--- config.mk ---
export PLATFORM = sky130hd
export DESIGN_NAME = riscv_mem_arbiter
export DESIGN_NICKNAME = d
export VERILOG_FILES = /design/src/rtl/riscv_pkg.sv /design/src/rtl/riscv_arb_owner_fifo.sv /design/src/rtl/riscv_mem_arbiter.sv
export SDC_FILE = /design/constraint.sdc
export NUM_CORES = 1
export LEC_CHECK = 0
export ABC_AREA = 1
export CAP_MARGIN = 0
export CORE_AREA = 2 2 107 109
export DETAILED_ROUTE_END_ITERATION = 6
export DIE_AREA = 0 0 109 111
export HOLD_SLACK_MARGIN = 0.03
export PLACE_DENSITY = 0.68
export SETUP_SLACK_MARGIN = 0.5
export SYNTH_ARGS = -nofsm -noshare
export SYNTH_HDL_FRONTEND = slang
export SYNTH_SLANG_ARGS = --single-unit
--- constraint.sdc ---
create_clock -name clk_sys_i -period 2.18 [get_ports clk_sys_i]
set_input_delay 0.436 -clock clk_sys_i [delete_from_list [all_inputs] [get_ports clk_sys_i]]
set_output_delay 0.436 -clock clk_sys_i [all_outputs]
set_load 0.05 [all_outputs]
--- src/rtl/riscv_pkg.sv ---
// Shared core types: arbitration selection and response-owner tags.
package riscv_pkg;

    typedef enum logic {
        OWN_FETCH = 1'b0,
        OWN_DATA  = 1'b1
    } owner_e;

    typedef enum logic [1:0] {
        SEL_NONE  = 2'd0,
        SEL_FETCH = 2'd1,
        SEL_DATA  = 2'd2
    } arb_sel_e;

endpackage

--- src/rtl/riscv_arb_owner_fifo.sv ---
// In-order owner tag FIFO: remembers which port each granted memory transaction
// belongs to so responses can be routed back.
module riscv_arb_owner_fifo
    import riscv_pkg::*;
#(
    parameter int unsigned DEPTH = 2
) (
    input  logic   clk_sys_i,
    input  logic   rst_i,
    input  logic   push_i,
    input  owner_e push_owner_i,
    input  logic   pop_i,
    output logic   full_o,
    output logic   empty_o,
    output owner_e head_o
);

    localparam int unsigned PTR_W = (DEPTH > 1) ? $clog2(DEPTH) : 1;
    localparam int unsigned CNT_W = $clog2(DEPTH + 1);

    owner_e             mem_q [DEPTH];
    owner_e             mem_d [DEPTH];
    logic [PTR_W-1:0]   wr_ptr_q, wr_ptr_d;
    logic [PTR_W-1:0]   rd_ptr_q, rd_ptr_d;
    logic [CNT_W-1:0]   cnt_q, cnt_d;

    function automatic logic [PTR_W-1:0] ptr_inc(input logic [PTR_W-1:0] p);
        return (p == PTR_W'(DEPTH - 1)) ? '0 : p + PTR_W'(1);
    endfunction

    always_comb begin
        for (int i = 0; i < int'(DEPTH); i++) begin
            mem_d[i] = mem_q[i];
        end
        wr_ptr_d = wr_ptr_q;
        rd_ptr_d = rd_ptr_q;
        cnt_d    = cnt_q;

        if (push_i) begin
            mem_d[wr_ptr_q] = push_owner_i;
            wr_ptr_d        = ptr_inc(wr_ptr_q);
        end
        if (pop_i) begin
            rd_ptr_d = ptr_inc(rd_ptr_q);
        end

        case ({push_i, pop_i})
            2'b10:   cnt_d = cnt_q + CNT_W'(1);
            2'b01:   cnt_d = cnt_q - CNT_W'(1);
            default: cnt_d = cnt_q;
        endcase
    end

    always_ff @(posedge clk_sys_i or posedge rst_i) begin
        if (rst_i) begin
            for (int i = 0; i < int'(DEPTH); i++) begin
                mem_q[i] <= OWN_FETCH;
            end
            wr_ptr_q <= '0;
            rd_ptr_q <= '0;
            cnt_q    <= '0;
        end else begin
            for (int i = 0; i < int'(DEPTH); i++) begin
                mem_q[i] <= mem_d[i];
            end
            wr_ptr_q <= wr_ptr_d;
            rd_ptr_q <= rd_ptr_d;
            cnt_q    <= cnt_d;
        end
    end

    assign full_o  = (cnt_q == CNT_W'(DEPTH));
    assign empty_o = (cnt_q == '0);
    assign head_o  = mem_q[rd_ptr_q];

endmodule

--- src/rtl/riscv_mem_arbiter.sv ---
// Fetch/data arbiter for a single-port memory: data has priority, fetch wins after
// MAX_STARVE consecutive losses; responses are routed back via the owner FIFO.
module riscv_mem_arbiter
    import riscv_pkg::*;
#(
    parameter int unsigned ADDR_W     = 32,
    parameter int unsigned DATA_W     = 32,
    parameter int unsigned MAX_OUT    = 2,
    parameter int unsigned MAX_STARVE = 4
) (
    input  logic                clk_sys_i,
    input  logic                rst_i,

    input  logic                if_req_i,
    input  logic [ADDR_W-1:0]   if_addr_i,
    output logic                if_gnt_o,
    output logic                if_rvalid_o,
    output logic [DATA_W-1:0]   if_rdata_o,

    input  logic                d_req_i,
    input  logic                d_we_i,
    input  logic [DATA_W/8-1:0] d_be_i,
    input  logic [ADDR_W-1:0]   d_addr_i,
    input  logic [DATA_W-1:0]   d_wdata_i,
    output logic                d_gnt_o,
    output logic                d_rvalid_o,
    output logic [DATA_W-1:0]   d_rdata_o,

    output logic                mem_req_o,
    output logic                mem_we_o,
    output logic [DATA_W/8-1:0] mem_be_o,
    output logic [ADDR_W-1:0]   mem_addr_o,
    output logic [DATA_W-1:0]   mem_wdata_o,
    input  logic                mem_gnt_i,
    input  logic                mem_rvalid_i,
    input  logic [DATA_W-1:0]   mem_rdata_i,

    output logic                err_o
);

    localparam int unsigned BE_W     = DATA_W / 8;
    localparam int unsigned STARVE_W = $clog2(MAX_STARVE + 1);

    arb_sel_e            sel;
    logic                grant;
    logic                fifo_push;
    owner_e              fifo_push_owner;
    logic                fifo_pop;
    logic                fifo_full;
    logic                fifo_empty;
    owner_e              fifo_head;
    logic [STARVE_W-1:0] starve_q, starve_d;
    logic                err_q, err_d;

    riscv_arb_owner_fifo #(
        .DEPTH (MAX_OUT)
    ) u_owner_fifo (
        .clk_sys_i    (clk_sys_i),
        .rst_i        (rst_i),
        .push_i       (fifo_push),
        .push_owner_i (fifo_push_owner),
        .pop_i        (fifo_pop),
        .full_o       (fifo_full),
        .empty_o      (fifo_empty),
        .head_o       (fifo_head)
    );

    // Arbitration, request mux and grant generation.
    always_comb begin
        sel = SEL_NONE;
        if (if_req_i && (!d_req_i || (starve_q == STARVE_W'(MAX_STARVE)))) begin
            sel = SEL_FETCH;
        end else if (d_req_i) begin
            sel = SEL_DATA;
        end

        // No new grants while reset is held: the FIFO cannot record their owners.
        mem_req_o   = (sel != SEL_NONE) && !fifo_full && !rst_i;
        mem_we_o    = 1'b0;
        mem_be_o    = '0;
        mem_addr_o  = '0;
        mem_wdata_o = '0;
        case (sel)
            SEL_FETCH: begin
                mem_be_o   = {BE_W{1'b1}};
                mem_addr_o = if_addr_i;
            end
            SEL_DATA: begin
                mem_we_o    = d_we_i;
                mem_be_o    = d_be_i;
                mem_addr_o  = d_addr_i;
                mem_wdata_o = d_wdata_i;
            end
            default: ;
        endcase

        grant           = mem_req_o && mem_gnt_i;
        if_gnt_o        = grant && (sel == SEL_FETCH);
        d_gnt_o         = grant && (sel == SEL_DATA);
        fifo_push       = grant;
        fifo_push_owner = (sel == SEL_DATA) ? OWN_DATA : OWN_FETCH;
    end

    // Response routing from the FIFO head.
    always_comb begin
        fifo_pop    = mem_rvalid_i && !fifo_empty;
        if_rvalid_o = fifo_pop && (fifo_head == OWN_FETCH);
        d_rvalid_o  = fifo_pop && (fifo_head == OWN_DATA);
        if_rdata_o  = if_rvalid_o ? mem_rdata_i : '0;
        d_rdata_o   = d_rvalid_o  ? mem_rdata_i : '0;
    end

    // Starvation counter and sticky error.
    always_comb begin
        starve_d = starve_q;
        if (!if_req_i || if_gnt_o) begin
            starve_d = '0;
        end else if (starve_q != STARVE_W'(MAX_STARVE)) begin
            starve_d = starve_q + STARVE_W'(1);
        end
        err_d = err_q || (mem_rvalid_i && fifo_empty);
    end

    always_ff @(posedge clk_sys_i or posedge rst_i) begin
        if (rst_i) begin
            starve_q <= '0;
            err_q    <= 1'b0;
        end else begin
            starve_q <= starve_d;
            err_q    <= err_d;
        end
    end

    assign err_o = err_q;

endmodule

======== Word level (Yosys, flattened, before mapping) ========
Cells that the tools add are included.
word-level totals
  flip-flop bits (word level) ............. 10
  latch bits .............................. 0
  memory bits (writable) .................. 0
  bits in read-only memories .............. 0
  input port bits ......................... 139
  output and inout port bits .............. 139
  word-level logic and storage cells ...... 68
  memories kept ........................... 0
cells by class
  $add $sub $neg .......................... 5
  multipliers ............................. 0
  div/mod/pow operators ................... 0
  $lt $le $gt $ge ......................... 3
  eq/ne operators ......................... 7
  shifts and indexed selects .............. 0
  mux-type cells .......................... 20
  bitwise logic cells ..................... 3
  reductions and logical operators ........ 23
operators by type and width
  cell                                                       count
  two-way mux 32 bit                                         3
  case mux 32 bit (2 select lines)                           1
  logical AND 1 bit                                          11
  two-way mux 1 bit                                          8
  case mux 4 bit (2 select lines)                            1
  equality test 2 bit (second input constant)                3
  two-way mux 3 bit                                          2
  nonzero test 2 bit                                         3
  logical NOT 1 bit                                          5
  equality test 2 x 1 -> 1 bit (second input constant)       2
  greater-or-equal comparator 2 bit (second input constant)  2
  two-way mux 2 bit                                          2
  NOT 1 -> 2 bit                                             2
  case mux 2 bit (2 select lines)                            1
  adder 3 x 1 -> 3 bit (second input constant)               1
  equality test 3 bit (second input constant)                1
  logical OR 1 bit                                           3
  inequality test 3 bit (second input constant)              1
  adder 1 bit (second input constant)                        2
  adder 2 x 1 -> 2 bit (second input constant)               1
  bitwise mux 2 bit                                          1
  logical NOT 2 bit                                          1
  < comparator 2 x 1 -> 1 bit (second input constant)        1
  subtractor 2 x 1 -> 2 bit (second input constant)          1
  other kinds (2)                                            2

======== Depth between registers and ports, before layout ========
  depth in word-level cells ............... 11
  gate-level depth with buffers ........... 8
  gate-level depth less buffers ........... 8

======== Hierarchy ========
From an unflattened synthesis, not the netlist that was laid out.
unflattened totals
  cell total of the unflattened synthesis .. 363
  area, all modules ....................... 1821.7 µm²
modules (own cells, without submodules)
  module                times used  cells an instance  area each (µm²)  sequential area each (µm²)
  riscv_mem_arbiter     1           328                1527.7           100.1
  riscv_arb_owner_fifo  1           35                 294.0            150.1

======== Worst setup path before layout ========
OpenSTA, ideal clock, no wires.
  path kind ............................... input to output
  from .................................... in rst_i
  to ...................................... out if_gnt_o
  data arrival time ....................... 2165 ps
  required time ........................... 1744 ps
  setup slack ............................. -421 ps
  stages .................................. 5
  path buffers ............................ 0
  cells stage by stage .................... inv_1 -> o21ai_0 -> nor2_1 -> nand3_1 -> inv_1
on the way
  longest elaborated chain between the ends .. 4
ends and longest elaborated chain
  item                         RTL line                 source
  start: declaration           riscv_mem_arbiter.sv:12  input logic rst_i,
  logical NOT 1 bit (no line)  n/a
  logical AND 1 bit            riscv_mem_arbiter.sv:78  mem_req_o = (sel != SEL_NONE) && !fifo_full && !rst_i;
  net mem_req_o                riscv_mem_arbiter.sv:29  output logic mem_req_o,
  logical AND 1 bit            riscv_mem_arbiter.sv:97  grant = mem_req_o && mem_gnt_i;
  logical AND 1 bit            riscv_mem_arbiter.sv:98  if_gnt_o = grant && (sel == SEL_FETCH);
  end: declaration             riscv_mem_arbiter.sv:16  output logic if_gnt_o,
The timed path passes the listed nets, and every way through them passes these cells.

======== Final worst setup path ========
  from .................................... reg starve_q[1]
  to ...................................... out mem_addr_o[4]
on the way
  longest elaborated chain between the ends .. 6
  elaborated cells on any way between the ends .. 7
  those cells by class .................... 3 x eq/ne; 2 x mux; 2 x reduce/logical
ends and longest elaborated chain
  item                                                                        RTL line                  source
  start: declaration                                                          riscv_mem_arbiter.sv:52   logic [STARVE_W-1:0] starve_q, starve_d;
  start signal: assignment                                                    riscv_mem_arbiter.sv:129  starve_q <= starve_d;
  equality test 3 bit (*)                                                     riscv_mem_arbiter.sv:71   if (if_req_i && (!d_req_i || (starve_q == STARVE_W'(MAX_STARVE)))) begin
  logical OR 1 bit (*)                                                        riscv_mem_arbiter.sv:71
  logical AND 1 bit (*)                                                       riscv_mem_arbiter.sv:71
  two-way mux 2 bit (*)                                                       riscv_mem_arbiter.sv:71
  equality test 2 bit / equality test 2 x 1 -> 1 bit (equally long branches)  riscv_mem_arbiter.sv:83   case (sel)
  case mux 32 bit (2 select lines) (*)                                        riscv_mem_arbiter.sv:83
  end: declaration                                                            riscv_mem_arbiter.sv:32   output logic [ADDR_W-1:0] mem_addr_o,
Mark *: on every way between the ends. The rest lies on a longest branch, timed or not.

==> impl_results.md <==
- Status: finished with violations
- Failing checks: setup timing
- Synth unique cells: 22
- Switching part of the total: 0.492
- Util after Layout: 0.764
- Clk root buf: clkbuf_16
- Core box area: 0.0111 mm2
- First-pass GRT wire length: 20,000 um
- Die W: 109 um
- CTS tree: built
- Cell taking the most area after synthesis: nand2_1
- Layout cells sized above 1: 0.620
- Pin count of the biggest net entering global routing: 26
- Power Dens Cells: 836 mW/mm2
- Crit Path Max Fanout: 6
- CTS sink cnt: 10
- Final hold vios: 0
- Comb pwr share: 0.901
- Die Ht: 111 um
- Final setup margin: -0.142 ns
- Register bit total from synthesis: 10
- Min Clock Period, post-route: 2.32 ns
- Top Ports: 278
- Fin. max-slew vios: 0
- Mapped cell area: 0.00173 mm2
- DR vias/cell: 4.17
- Final instance area: 0.00846 mm2
- Die area: 0.0121 mm2
- DRT Pass-1 Iters: 4
- Worst reg-to-reg setup slack: 0.29 ns
- Worst Hold Class: flip-flop to flip-flop
- Synth-to-Final Area Change: 390%
- CTS Buf Count: 3
- Worst setup endpoint: mem_addr_o[4]
- Synth warn: 0
- Max Cap Violations: 0
- Worst slew margin: 0.650
- Critical Path Start: starve_q[1]$_DFFE_PP0P_
- Sequential element share of the synthesized area: 0.145
- Period utilization: 1.07
- Critical path class: flip-flop to output pin
- Max frequency: 431 MHz
- Peak VDD IR: 0.676 mV
- Final setup violation count: 74
- Reg clk slew, reported paths: 0.04 ns
- Vias: 3,470
- Row count: 39
- Clock skew after layout: 0.000621 ns
- P_sw: 3.48 mW
- Worst r2r dst: starve_q[0]$_DFFE_PP0P_
- Unrepaired setup endpoints after global routing: true
- Syn Nets: 495
- Initial antenna violation count: 1
- Arrival @ worst endpoint: 1.89 ns
- Fin Hold WS: 0.482 ns
- HPWL after DPL: 9850 um
- CTS Buffer Depth: 2
- Static Leak: 3.77 nW
- Vias in the first global route: 3,811
- Initial DRC Count: 136
- Worst-margin pin slew: 0.527 ns
- Avg Inst Size Synth: 4.89 um2
- Placed Area: 0.00726 mm2
- Synth top area share: 0.244
- RePlAce Congestion: 0.844
- Reg power frac: 0.046
- Clock network fraction of total power: 0.053
- Fin nets: 832
- Wirelength, routed: 13,700 um
- Startpoint Class: flip-flop
- Setup TNS: -5.30 ns
- Internal power: 3.59 mW
- GRT Util Overall: 0.213
- Antenna-violating nets left: 0
- Worst-skew pair later-pin latency: 0.24 ns
- DRC: 0
- Reg2reg start: starve_q[1]$_DFFE_PP0P_
- Critical Path RT: 1.74 ns
- # H-tree levels: 1
- Routed wire length per instance: 16.4 um
- Initial Util: 0.156
- Mapped Cells: 353
- Post-placement setup slack: -0.170 ns
- Depth of the most critical reg-to-reg path: 12
- Total grt overflow: 0
- Port bufs: 277
- Area contributors post-synth: nand2_1, nor2_1, inv_1
- Crit. End Element: output pin
layout by cell type (no fill, tap or decap), drive strengths merged, types with 2 or more instances in the layout:
master | synthesis | routed
inv | 83 | 79
nand3 | 5 | 5
clkbuf | 0 | 6
nor2 | 105 | 105
clkdlybuf4s50 | 0 | 133
a21oi | 2 | 2
o21ai | 5 | 5
ha | 3 | 3
dlygate4sd2 | 0 | 6
dfrtp | 10 | 10
clkinvlp | 0 | 3
or2 | 2 | 2
xor2 | 3 | 3
nand2 | 115 | 116
buf | 16 | 206
critical path, stage by stage (launching register included):
cell and delay [ns]:
dfrtp_1 0.40, inv_2 0.10, ha_4 0.15, nand2_4 0.06, a21boi_4 0.19, buf_6 0.16
buf_12 0.11, clkbuf_16 0.15, nand2_1 0.10, nand2_4 0.09, buf_12 0.13
how the worst min path moves through the flow:
stage                                                   end  depth (start not counted)                               from
after global placement    u_owner_fifo.mem_q[0]$_DFFE_PP0P_                          2  u_owner_fifo.mem_q[0]$_DFFE_PP0P_
after detailed placement  u_owner_fifo.mem_q[0]$_DFFE_PP0P_                          2  u_owner_fifo.mem_q[0]$_DFFE_PP0P_
final                                       err_o$_DFF_PP0_                          1                    err_o$_DFF_PP0_
after CTS                 u_owner_fifo.wr_ptr_q$_DFFE_PP0N_                          4                              rst_i
after floorplan                             err_o$_DFF_PP0_                          1                              rst_i
after global routing                        err_o$_DFF_PP0_                          1                    err_o$_DFF_PP0_
final cells by class:
type | count | area (um2)
diodes | 1 | 2.50
flip-flops and latches | 10 | 250
repair buffers | 347 | 5130
well taps | 143 | 179
fillers | 651 | 2620
multi-input cells | 245 | 2460
inverters | 83 | 353
clock buffers | 4 | 88.8
routing by layer:
metal	share of wire	vias up	global-route usage
met2	0.59	182	0.427
met3	0.086	27	0.0553
met4	0.026	0	0.0726
met5	0	-	0
li1	-	1665	-
met1	0.30	1596	0.201
synthesized netlist by cell type, drive strengths merged:
master,n
a21boi,1
a21oi,2
buf,16
dfrtp,10
ha,3
inv,83
nand2,115
nand3,5
nor2,105
nor3,1
o21ai,5
o21bai,1
or2,2
xnor2,1
xor2,3
stage by stage:
| stage | instances | total power [mW] |
|---|---|---|
| final | 833 | 7.07 |
| after global placement | 783 | 5.52 |
| after floorplan | 353 | 3.18 |
| after CTS | 823 | 6.87 |
| after detailed placement | 783 | 5.62 |
| after global routing | 833 | 7.34 |
power by group through the flow:
stage | clock, mW | combinational, mW | sequential, mW
floorplan | 0 | 2.87 | 0.314
global placement | 0 | 5.20 | 0.321
detailed placement | 0 | 5.29 | 0.328
CTS | 0.373 | 6.18 | 0.316
global route | 0.389 | 6.62 | 0.337
finish | 0.374 | 6.37 | 0.327
state kept, by name, summed over array words and instances (netlist names):
signal	count
err_o	1
starve_q	3
u_owner_fifo.cnt_q	2
u_owner_fifo.mem_q	2
u_owner_fifo.rd_ptr_q	1
u_owner_fifo.wr_ptr_q	1
cells by family after synthesis:
family | synth area share
AND/OR/NAND/NOR | 0.521
XOR/XNOR | 0.0203
AO/OA/AOI/OAI | 0.0377
flip-flops | 0.145
buffers and inverters | 0.255
adder cells (fa/ha/maj) | 0.0218
repair_timing:
item,CTS,global route
gates cloned,9,2
hold buffers,0,0
endpoints found under the setup margin,144,143
gates resized for setup,104,43
pin swaps,20,18
setup buffers,27,7
No activity file was read; power rests on OpenSTA's default activity.
